### src/rtl/id_ex_reg.sv
// Purpose : ID/EX pipeline register with load-use hazard detection and forwarding-select generation.
// Latency : 1 cycle ID -> EXE; Stall is combinational from ID inputs and current EXE state.
// Backpr. : on a load-use hazard Stall holds PC and IF/ID while a bubble enters EXE; Flush overrides.
//
// Ports:
//   clk, rst_n                 clock, async active-low reset
//   ID_*                       decoded instruction from the ID stage
//   Flush                      wrong-path kill; forces a bubble and suppresses Stall
//   MEM_WriteReg, MEM_RegWrite destination of the instruction currently in MEM
//   EXE_*                      registered EXE-stage copy of the instruction
//   EXE_AluAsrc, EXE_AluBsrc   registered operand selects (A: 0 rf, 1 EXE, 2 MEM;
//                              B: 0 rf, 1 imm, 2 EXE, 3 MEM)
//   Stall                      hold PC and IF/ID this cycle
//   StallCnt                   saturating count of load-use bubbles
module id_ex_reg (
    input  logic        clk,
    input  logic        rst_n,
    input  logic        ID_Valid,
    input  logic [31:0] ID_PC,
    input  logic [31:0] ID_RegA,
    input  logic [31:0] ID_RegB,
    input  logic [31:0] ID_Imm32,
    input  logic [4:0]  ID_Rs,
    input  logic [4:0]  ID_Rt,
    input  logic [4:0]  ID_WriteReg,
    input  logic        ID_UseRt,
    input  logic        ID_AluBImm,
    input  logic        ID_RegWrite,
    input  logic        ID_MemRead,
    input  logic        ID_MemWrite,
    input  logic [3:0]  ID_ALUOp,
    input  logic        Flush,
    input  logic [4:0]  MEM_WriteReg,
    input  logic        MEM_RegWrite,
    output logic        EXE_Valid,
    output logic [31:0] EXE_PC,
    output logic [31:0] EXE_RegA,
    output logic [31:0] EXE_RegB,
    output logic [31:0] EXE_Imm32,
    output logic [4:0]  EXE_WriteReg,
    output logic        EXE_RegWrite,
    output logic        EXE_MemRead,
    output logic        EXE_MemWrite,
    output logic [3:0]  EXE_ALUOp,
    output logic [1:0]  EXE_AluAsrc,
    output logic [1:0]  EXE_AluBsrc,
    output logic        Stall,
    output logic [15:0] StallCnt
);

    logic       hazard;
    logic       exeHitA;
    logic       exeHitB;
    logic       memHitA;
    logic       memHitB;
    logic [1:0] aSrcNext;
    logic [1:0] bSrcNext;
    logic [15:0] stallCntQ;

    // A load in EXE whose result is needed by the instruction in ID cannot be
    // forwarded in time; the ID instruction must wait one cycle.
    always_comb begin
        hazard = ID_Valid && EXE_Valid && EXE_MemRead && (EXE_WriteReg != 5'd0) &&
                 ((EXE_WriteReg == ID_Rs) || (ID_UseRt && (EXE_WriteReg == ID_Rt)));
    end

    assign Stall = hazard && !Flush;

    // Register 0 is hard-wired, so a write to it must never be forwarded.
    // The EXE-stage producer is younger than the MEM-stage one and wins.
    always_comb begin
        exeHitA = (ID_Rs != 5'd0) && EXE_Valid && EXE_RegWrite && (EXE_WriteReg == ID_Rs);
        exeHitB = (ID_Rt != 5'd0) && EXE_Valid && EXE_RegWrite && (EXE_WriteReg == ID_Rt);
        memHitA = (ID_Rs != 5'd0) && MEM_RegWrite && (MEM_WriteReg == ID_Rs);
        memHitB = (ID_Rt != 5'd0) && MEM_RegWrite && (MEM_WriteReg == ID_Rt);

        aSrcNext = 2'd0;
        if (exeHitA) begin
            aSrcNext = 2'd1;
        end else if (memHitA) begin
            aSrcNext = 2'd2;
        end

        bSrcNext = 2'd0;
        if (ID_AluBImm) begin
            bSrcNext = 2'd1;
        end else if (exeHitB) begin
            bSrcNext = 2'd2;
        end else if (memHitB) begin
            bSrcNext = 2'd3;
        end
    end

    // Pipeline register: Flush and hazard both insert an all-zero bubble.
    always_ff @(posedge clk or negedge rst_n) begin
        if (!rst_n) begin
            EXE_Valid    <= 1'b0;
            EXE_PC       <= 32'd0;
            EXE_RegA     <= 32'd0;
            EXE_RegB     <= 32'd0;
            EXE_Imm32    <= 32'd0;
            EXE_WriteReg <= 5'd0;
            EXE_RegWrite <= 1'b0;
            EXE_MemRead  <= 1'b0;
            EXE_MemWrite <= 1'b0;
            EXE_ALUOp    <= 4'd0;
            EXE_AluAsrc  <= 2'd0;
            EXE_AluBsrc  <= 2'd0;
        end else if (Flush || hazard) begin
            EXE_Valid    <= 1'b0;
            EXE_PC       <= 32'd0;
            EXE_RegA     <= 32'd0;
            EXE_RegB     <= 32'd0;
            EXE_Imm32    <= 32'd0;
            EXE_WriteReg <= 5'd0;
            EXE_RegWrite <= 1'b0;
            EXE_MemRead  <= 1'b0;
            EXE_MemWrite <= 1'b0;
            EXE_ALUOp    <= 4'd0;
            EXE_AluAsrc  <= 2'd0;
            EXE_AluBsrc  <= 2'd0;
        end else begin
            EXE_Valid    <= ID_Valid;
            EXE_PC       <= ID_PC;
            EXE_RegA     <= ID_RegA;
            EXE_RegB     <= ID_RegB;
            EXE_Imm32    <= ID_Imm32;
            EXE_WriteReg <= ID_WriteReg;
            EXE_RegWrite <= ID_RegWrite;
            EXE_MemRead  <= ID_MemRead;
            EXE_MemWrite <= ID_MemWrite;
            EXE_ALUOp    <= ID_ALUOp;
            EXE_AluAsrc  <= aSrcNext;
            EXE_AluBsrc  <= bSrcNext;
        end
    end

    // Only bubbles that actually stall the front end are counted; a flushed
    // hazard costs nothing extra because the ID instruction is dead anyway.
    always_ff @(posedge clk or negedge rst_n) begin
        if (!rst_n) begin
            stallCntQ <= 16'd0;
        end else if (Stall && (stallCntQ != 16'hFFFF)) begin
            stallCntQ <= stallCntQ + 16'd1;
        end
    end

    assign StallCnt = stallCntQ;

endmodule

### config.mk
export PLATFORM = sky130hd
export DESIGN_NAME = id_ex_reg
export DESIGN_NICKNAME = d
export VERILOG_FILES = /design/src/rtl/id_ex_reg.sv
export SDC_FILE = /design/constraint.sdc
export NUM_CORES = 1
export LEC_CHECK = 0
export ABC_AREA = 1
export CELL_PAD_IN_SITES_DETAIL_PLACEMENT = 2
export CELL_PAD_IN_SITES_GLOBAL_PLACEMENT = 2
export CORE_UTILIZATION = 24
export DETAILED_ROUTE_END_ITERATION = 7
export PLACE_DENSITY = 0.9
export SLEW_MARGIN = 20
export SYNTH_ARGS = -nofsm -noshare
export SYNTH_HDL_FRONTEND = slang
export SYNTH_SLANG_ARGS = --single-unit
export TNS_END_PERCENT = 1
### constraint.sdc
create_clock -name clk -period 3 [get_ports clk]
set_clock_uncertainty 0.2 [all_clocks]
set_input_delay 0.6 -clock clk [delete_from_list [all_inputs] [get_ports clk]]
set_output_delay 0.6 -clock clk [all_outputs]
set_load 0.02 [all_outputs]
== Word-level counts from Yosys, hierarchy flattened ==
Index checks and enable logic that the tools add are counted.

* Register bits: 161
* Logic and storage cells: 59

* Reduce and logical (&&, ||, !) cells: 23
* Equal/unequal tests: 5
* Muxes and demuxes: 17
* $add $sub $neg: 1

{| class="wikitable"
|+ Operators by type and width
! kind !! count
|-
| two-way mux 32 bit || 4
|-
| equality test 5 bit || 4
|-
| logical AND 1 bit || 17
|-
| adder 16 x 1 -> 16 bit (second input constant) || 1
|-
| != test 16 bit (second input constant) || 1
|-
| nonzero test 5 bit || 3
|-
| two-way mux 2 bit || 7
|-
| two-way mux 5 bit || 1
|-
| two-way mux 1 bit || 4
|-
| two-way mux 4 bit || 1
|-
| logical OR 1 bit || 2
|-
| zero test 1 bit || 1
|}

== Depth between registers and ports, before layout ==
Gate-level depths: netlist of the first run.

* Word-level depth: 7
* Gate-level depth with buffers: 11
* Depth with buffers taken out: 9

== Least setup slack after synthesis of the first run ==
OpenSTA, ideal clock, no wires.

* Path type: input port to output port
* Start: input port ID_Rs[1]
* End: output port Stall
* Stages on the path: 7
* Slack: 710 ps
* Arrival time: 1,490 ps
* Path through: inv_1 > nand2_1 > a21oi_1 > nand3_2 > nand2_2 > nand2_2 > nor2_1

* Cells in the longest elaborated chain, start to end: 4

{| class="wikitable"
|+ RTL lines
! item !! line !! RTL
|-
| start: declaration || 23 || <nowiki>input logic [4:0] ID_Rs,</nowiki>
|-
| equality test 5 bit || 64 || <nowiki>((EXE_WriteReg == ID_Rs) || (ID_UseRt && (EXE_WriteReg == ID_Rt)));</nowiki>
|-
| logical OR 1 bit || 64 ||
|-
| logical AND 1 bit || 63 || <nowiki>hazard = ID_Valid && EXE_Valid && EXE_MemRead && (EXE_WriteReg != 5'd0) &&</nowiki>
|-
| logical AND 1 bit || 67 || <nowiki>assign Stall = hazard && !Flush;</nowiki>
|-
| end: declaration || 47 || <nowiki>output logic Stall,</nowiki>
|}

Every way passes these cells.

== Final worst setup path of the first run ==
* Start: input port ID_Rt[0]
* End: output port Stall

* Cells in the longest elaborated chain, start to end: 5

{| class="wikitable"
|+ RTL lines
! item !! line !! RTL
|-
| start: declaration || 24 || <nowiki>input logic [4:0] ID_Rt,</nowiki>
|-
| equality test 5 bit || 64 ||
|-
| logical AND 1 bit || 64 ||
|-
| logical OR 1 bit || 64 ||
|-
| logical AND 1 bit || 63 ||
|-
| logical AND 1 bit || 67 ||
|}

Every way passes these cells.

==> results of run 1 <==
## routing by layer
layer / global-route usage / wire length (um) / vias up / share of wire
met5: 0 / 0 / - / 0
met4: 0.05976 / 486 / 0 / 0.021
met2: 0.3330 / 12430 / 240 / 0.53
met3: 0.07626 / 2408 / 33 / 0.10
met1: 0.1802 / 8321 / 2724 / 0.35
li1: - / - / 2615 / -
## power breakdown
part | switching [uW] | leakage (uW) | internal [uW]
registers | 38.2 | 0.00210 | 2270
clock network | 997 | 0.000258 | 1090
logic | 400 | 0.00291 | 429
## flip-flops by register name, indices dropped and copies added, names as in the netlist
signal,count
EXE_AluAsrc,2
EXE_WriteReg,5
EXE_MemRead,1
EXE_MemWrite,1
EXE_RegA,32
StallCnt,16
EXE_ALUOp,4
EXE_Imm32,32
EXE_PC,32
EXE_RegB,32
EXE_RegWrite,1
EXE_Valid,1
EXE_AluBsrc,2
## cells by family (layout without fill, tap and decap cells)
family / after synthesis / in the layout
xor+xnor: 21 / 21
fa+ha+maj: 1 / 1
other cells: 0 / 1
compound gates: 6 / 6
simple gates: 290 / 290
flops: 161 / 161
buf+inv: 188 / 549
## how the worst max path moves through the flow
stage / startpoint / to / slack [ns] / cells past startpoint
after floorplan: ID_Rs[1] / Stall / 0.71 / 7
after global placement: ID_Rt[0] / Stall / -0.34 / 10
after detailed placement: ID_Rt[0] / Stall / -0.43 / 10
after CTS: ID_Rt[0] / Stall / 0.08 / 10
after global routing: ID_Rt[0] / Stall / 0.05 / 10
final: ID_Rt[0] / Stall / 0.12 / 10
## cell usage in the layout (no fill, tap or decap), types with 2 or more instances in the layout
master,instances
clkinv_4,2
dfrtp_1,161
nor3_1,4
clkinvlp_4,4
inv_6,3
inv_8,4
o21ai_0,2
or2_2,2
clkdlybuf4s50_1,321
inv_1,166
xnor2_1,7
inv_2,2
clkbuf_16,17
buf_4,21
nand4_1,24
nand4_2,3
buf_12,5
nand2_1,72
nand3_1,11
nand2_2,2
nor2_1,156
nor2_2,12
clkbuf_1,2
xor2_1,14
## layout make-up
class	count	area (um^2)	share of cell area
multi-input cells	318	1495	0.1409
clock buffers	19	432.9	0.04079
inverters	168	630.6	0.05941
flip-flops and latches	161	4029	0.3796
clock inverters	13	118.9	0.01120
well taps	330	412.9	0.03890
diodes	1	2.502	0.0002358
repair buffers	349	3492	0.3290
## tightest hold or removal path: stages (launching register included)
cell and delay (ns):
dfrtp_1 0.42, nand2_1 0.07, nand2_1 0.06
## Yosys cell counts
library cell / instances
inv_1: 166
or2_2: 2
buf_4: 1
nor2_1: 157
ha_1: 1
buf_2: 9
nand4_2: 3
xnor2_1: 7
inv_2: 2
a21boi_0: 1
o22ai_1: 1
nand4_1: 24
nand3_1: 11
clkbuf_1: 3
o21ai_0: 2
nor4_1: 1
a21oi_4: 1
xor2_1: 14
buf_6: 6
a21oi_1: 1
nand2_1: 72
buf_8: 1
nand3_2: 1
dfrtp_1: 161
nor2_2: 11
nand3b_1: 1
nor3_1: 4
nand2_2: 2
nand2_4: 1
## metrics by stage
stage / total power (uW) / cells / setup TNS [ns] / hold WS [ns]
6_report: 5225 / 1359 / 0 / 0.3828
3_5_place_dp: 3191 / 1324 / -0.4279 / 0.3624
2_1_floorplan: 2623 / 667 / 0 / 0.1044
4_1_cts: 5335 / 1357 / 0 / 0.3851
5_1_grt: 5455 / 1358 / 0 / 0.4229
3_3_place_gp: 3147 / 1324 / -0.3394 / 0.3397
## what timing repair did
action,4_1_cts,5_1_grt
resized for setup,5,1
buffers inserted,0,1
hold buffers,1,0
setup endpoints to repair,1,1
hold endpoints to repair,52,0
==> metrics.md, run 1 <==
| Metric | Value |
|---|---|
| DRT Pass-1 Iters | `4` |
| DR DRC count | `0` |
| Vias | `5612` |
| Worst Reg-to-Reg Cells | `10` |
| Startpoint Class | `primary input` |
| Number of cells on the worst hold path | `2` |
| Core ar. | `between 20000 and 30000 um^2` |
| Xor-xnor portion of the synthesized cell area | `0.02920` |
| Syn_nets | `830` |
| Slew headroom | `0.6275` |
| Final period utilization | `0.9614` |
| Yosys cell types | `29` |
| Leak | `around 0.0053 uW` |
| Post-route ant nets | `0` |
| Area growth from synthesis to layout | `68.51%` |
| Largest net degree at the start of global routing | `56` |
| Design area | `~11000 um^2` |
| Slowest cell delay on critical path | `between 0.5 and 0.6 ns` |
| CTS tree | `yes` |
| Worst Path Arrival | `around 2.1 ns` |
| Post-synth top area cell | `dfrtp_1` |
| Reg-to-reg slack, setup | `approximately 0.75 ns` |
| Total GRT Usage | `0.1802` |
| Final setup vio count | `0` |
| Hold EP | `StallCnt[0]$_DFFE_PN0P_` |
| Syn. warnings | `0` |
| PD cells | `between 400 and 500 nW/um^2` |
| # Max-Cap Violations | `0` |
| Synth Area in Compound Gates | `0.007151` |
| DP Worst Slack | `-0.4279 ns` |
| Synth area leaders | `dfrtp_1 (64%), inv_1 (9.9%), nor2_1 (9.4%)` |
| Starting DRT DRC Count | `approximately 180` |
| Floorplan row count | `58` |
| Number of CTS-inserted buffers | `17` |
| Die X | `between 150 and 200 um` |
| Clk buf depth | `2` |
| Vias in the first global route | `6763` |
| # IOs | `324` |
| Status | `completed` |
| Final Max Slew Viols | `0` |
| Synth Instances | `~670` |
| Final Util | `0.4167` |
| Post-synthesis simple-gate area fraction | `0.1986` |
| Post-Route WL | `23.65 mm` |
| Max IR drop VDD | `roughly 0.00024 V` |
| Synth Register Bits | `roughly 160` |
| H-Tree Depth | `4` |
| Clock sinks | `approximately 160` |
| Clock-pin slew on the worst setup and hold paths | `0.07 ns` |
| Hold WC Path Type | `reg -> reg` |
| Routed vias/inst | `between 4 and 5` |
| Detail Placement HPWL | `~19 mm` |
| Root Buffer | `clkbuf_16` |
| First-pass GRT wire length | `36.63 mm` |
| CP Data Required Time | `2.20 ns` |
| Sequential-to-total area share from yosys stat | `0.6397` |
| Min-delay src | `StallCnt[0]$_DFFE_PN0P_` |
| R2r startpoint | `StallCnt[1]$_DFFE_PN0P_` |
| Drt wl/cell | `roughly 17 um` |
| Nets | `1178` |
| Cell family with most CP delay | `buffers and inverters` |
| Actual slew at the worst max-slew pin | `roughly 0.56 ns` |
| Die area | `between 20000 and 30000 um^2` |
| RePlAce Congestion | `0.8229` |
| Hold Fails Final Rpt | `0` |
| Port Buffer Count | `approximately 320` |
| RSZ-0062 raised after global routing | `false` |
| Crit-path cells | `clkdlybuf4s50_1 > inv_2 > nand2_1 > nand2_1 > nor2_2 > nand4_2 > nand2_2 > nand2_2 > nor2_1 > buf_4` |
| Critical Path Fanout Max | `3` |
| Remaining global-route overflow | `0` |
| Yosys top cell area share | `0.6397` |
| Filler cells | `roughly 2700` |
| Skew-Pair Late Insertion Delay | `approximately 0.4 ns` |
| Syn Area/Cell | `roughly 9.4 um^2` |
| Cell area after synthesis | `approximately 6300 um^2` |
| Largest family of logic cells by synthesized area | `simple AND/OR/NAND/NOR gates` |
| Slowest stage cell, crit path | `clkdlybuf4s50_1` |
| Initial antenna violation count | `1` |
| CP bufs+invs | `3` |
| Crit end category | `output port` |
| Fin crit period | `2.884 ns` |
| Layout cells sized above 1 | `0.07879` |
| Starting Density | `0.2473` |
| Reg2Reg Capture Point | `StallCnt[13]$_DFFE_PN0P_` |
| Placed cell area | `between 10000 and 15000 um^2` |
| Setup slack after layout | `approximately 0.12 ns` |
| Height of the die | `about 160 um` |
| CP Class | `in -> out` |
| Area share of fa/ha/maj cells after synthesis | `0.001986` |
| Max Fclk | `between 300 and 400 MHz` |
| Mux contribution to synthesized area | `0` |
Note: power is estimated with default switching activity, not from simulation.
==> run 2, diff against run 1 <==
--- a/config.mk
+++ b/config.mk
@@ -10,6 +10,7 @@
 export CELL_PAD_IN_SITES_GLOBAL_PLACEMENT = 2
 export CORE_UTILIZATION = 24
 export DETAILED_ROUTE_END_ITERATION = 7
+export HOLD_SLACK_MARGIN = 0.08
 export PLACE_DENSITY = 0.9
 export SLEW_MARGIN = 20
 export SYNTH_ARGS = -nofsm -noshare
==> results of run 2 <==
The final DEF is identical to that of run 1; final timing and power are the same.
==> run 3, diff against run 2 <==
--- a/config.mk
+++ b/config.mk
@@ -12,6 +12,7 @@
 export DETAILED_ROUTE_END_ITERATION = 7
 export HOLD_SLACK_MARGIN = 0.08
 export PLACE_DENSITY = 0.9
+export SKIP_CTS_REPAIR_TIMING = 1
 export SLEW_MARGIN = 20
 export SYNTH_ARGS = -nofsm -noshare
 export SYNTH_HDL_FRONTEND = slang
==> metrics.md, run 3 (same netlist as run 1, synthesis figures left out) <==
| Metric | Value |
|---|---|
| Core ar. | `25470 um^2 (unchanged)` |
| Port Buffer Count | `323 (unchanged)` |
| R2r startpoint | `StallCnt[1]$_DFFE_PN0P_ (unchanged)` |
| Slew headroom | `0.6275 (unchanged)` |
| Drt wl/cell | `17.40 um (about the same)` |
| Actual slew at the worst max-slew pin | `0.5587 ns (unchanged)` |
| Height of the die | `164 um (unchanged)` |
| RePlAce Congestion | `0.8229 (unchanged)` |
| Root Buffer | `clkbuf_16 (unchanged)` |
| Final period utilization | `0.9614 (about the same)` |
| Skew-Pair Late Insertion Delay | `0.41 ns (about the same)` |
| DRT Pass-1 Iters | `4 (unchanged)` |
| Reg2Reg Capture Point | `StallCnt[13]$_DFFE_PN0P_ (unchanged)` |
| Clk buf depth | `2 (unchanged)` |
| Startpoint Class | `primary input (unchanged)` |
| Worst Path Arrival | `2.08 ns (about the same)` |
| Detail Placement HPWL | `18.70 mm (unchanged)` |
| Post-Route WL | `23.64 mm (was 23.65 mm)` |
| Met2 usage in global routing | `0.3330 (unchanged)` |
| Fin crit period | `2.884 ns (about the same)` |
| Crit-path cells | `clkdlybuf4s50_1 > inv_2 > nand2_1 > nand2_1 > nor2_2 > nand4_2 > nand2_2 > nand2_2 > nor2_1 > buf_4 (unchanged)` |
| Starting Density | `0.2473 (unchanged)` |
| Floorplan row count | `58 (unchanged)` |
| Hold WC Path Type | `reg -> reg (unchanged)` |
| CP Class | `in -> out (unchanged)` |
| Final setup vio count | `0 (unchanged)` |
| Nets | `1178 (unchanged)` |
| Layer with the highest usage | `met2 (unchanged)` |
| Routed vias/inst | `4.132 (was 4.130)` |
| First-pass GRT wire length | `36.63 mm (unchanged)` |
| Number of CTS-inserted buffers | `17 (unchanged)` |
| Max IR drop VDD | `0.0002384 V (about the same)` |
| Crit end category | `output port (unchanged)` |
| Total negative slack | `0 ns (unchanged)` |
| Starting DRT DRC Count | `168 (was 179)` |
| Die X | `164 um (unchanged)` |
| Clock sinks | `161 (unchanged)` |
| Largest net degree at the start of global routing | `56 (unchanged)` |
| Power Total | `5225 uW (about the same)` |
| RSZ-0062 raised after global routing | `false (unchanged)` |
| Grt met3 use | `0.07626 (unchanged)` |
| Remaining global-route overflow | `0 (unchanged)` |
| Post-route ant nets | `0 (unchanged)` |
| Slowest stage cell, crit path | `clkdlybuf4s50_1 (unchanged)` |
| # Max-Cap Violations | `0 (unchanged)` |
| DR DRC count | `0 (unchanged)` |
| Hold Worst Slack | `0.3828 ns (about the same)` |
| Total GRT Usage | `0.1802 (unchanged)` |
| Status | `completed (unchanged)` |
| Max Fclk | `346.7 MHz (about the same)` |
| CP Data Required Time | `2.20 ns (about the same)` |
| PD cells | `492.3 nW/um^2 (about the same)` |
| Hold Fails Final Rpt | `0 (unchanged)` |
| Final Max Slew Viols | `0 (unchanged)` |
| Die area | `26900 um^2 (unchanged)` |
| Vias | `5616 (was 5612)` |
| Critical Path Source | `ID_Rt[0] (unchanged)` |
| Worst Reg-to-Reg Cells | `10 (unchanged)` |
| Area growth from synthesis to layout | `68.51% (unchanged)` |
| Commonest non-fill, non-tap cell in the layout | `clkdlybuf4s50_1 (unchanged)` |
| Leak | `0.005261 uW (unchanged)` |
| Critical Path Fanout Max | `3 (unchanged)` |
| Initial antenna violation count | `1 (unchanged)` |
| Setup crit end | `Stall (unchanged)` |
| Reg-to-reg slack, setup | `0.75 ns (about the same)` |
| Most frequent cells in the layout | `clkdlybuf4s50_1 (321), inv_1 (166), dfrtp_1 (161), nor2_1 (156), nand2_1 (72) (unchanged)` |
| Clock-pin slew on the worst setup and hold paths | `0.07 ns (about the same)` |
| # IOs | `324 (unchanged)` |
| H-Tree Depth | `4 (unchanged)` |
| Layout cells sized above 1 | `0.07879 (unchanged)` |
| Slowest cell delay on critical path | `0.53 ns (about the same)` |
| GRT met1 Usage | `0.1802 (unchanged)` |
| Vias in the first global route | `6761 (was 6763)` |
| Final Util | `0.4167 (unchanged)` |
| CTS tree | `yes (unchanged)` |
run 3: cell counts in the layout (fill, tap and decap cells not counted):
Identical to the previous run, type by type.
run 3: per-stage QoR:
step	setup slack (ns)	instances	area [um^2]
4_1_cts	-0.4413	1356	10590
6_report	0.1157	1359	10610
3_5_place_dp	-0.4279	1324	10040
5_1_grt	0.04677	1358	10610
2_1_floorplan	0.7099	667	6299
3_3_place_gp	-0.3394	1324	10040
run 3: critical path, delay by kind of cell:
family                 cells  cell delay (ns)
AND/OR/NAND/NOR            7             0.72
buffers and inverters      3             0.76
run 3: worst min-delay path by stage:
stage / cells after the start / endpoint / slack, ns / from
after floorplan: 0 / EXE_ALUOp[0]$_DFF_PN0_ / 0.10 / rst_n
after global placement: 2 / StallCnt[1]$_DFFE_PN0P_ / 0.34 / StallCnt[1]$_DFFE_PN0P_
after detailed placement: 2 / StallCnt[0]$_DFFE_PN0P_ / 0.36 / StallCnt[0]$_DFFE_PN0P_
after CTS: 1 / StallCnt[6]$_DFFE_PN0P_ / -0.04 / rst_n
after global routing: 2 / StallCnt[9]$_DFFE_PN0P_ / 0.42 / StallCnt[9]$_DFFE_PN0P_
final: 2 / StallCnt[0]$_DFFE_PN0P_ / 0.38 / StallCnt[0]$_DFFE_PN0P_
run 3: layer usage:
metal / up-vias / part of all wire
li1: 2615 / -
met1: 2726 / 0.35
met2: 242 / 0.53
met3: 33 / 0.10
met4: 0 / 0.021
met5: - / 0
run 3: final cells by class:
class	instances	area, um^2
Inverter	168	630.6
Antenna cell	1	2.502
Tap cell	330	412.9
Clock buffer	19	432.9
Timing Repair Buffer	349	3492
Fill cell	2706	14860
Clock inverter	13	118.9
Sequential cell	161	4029
Multi-Input combinational cell	318	1495
run 3: power by group:
group	total, uW	switching (uW)	internal (uW)
sequential	2300	38.2	2270
clock	2090	997	1090
combinational	829	400	429
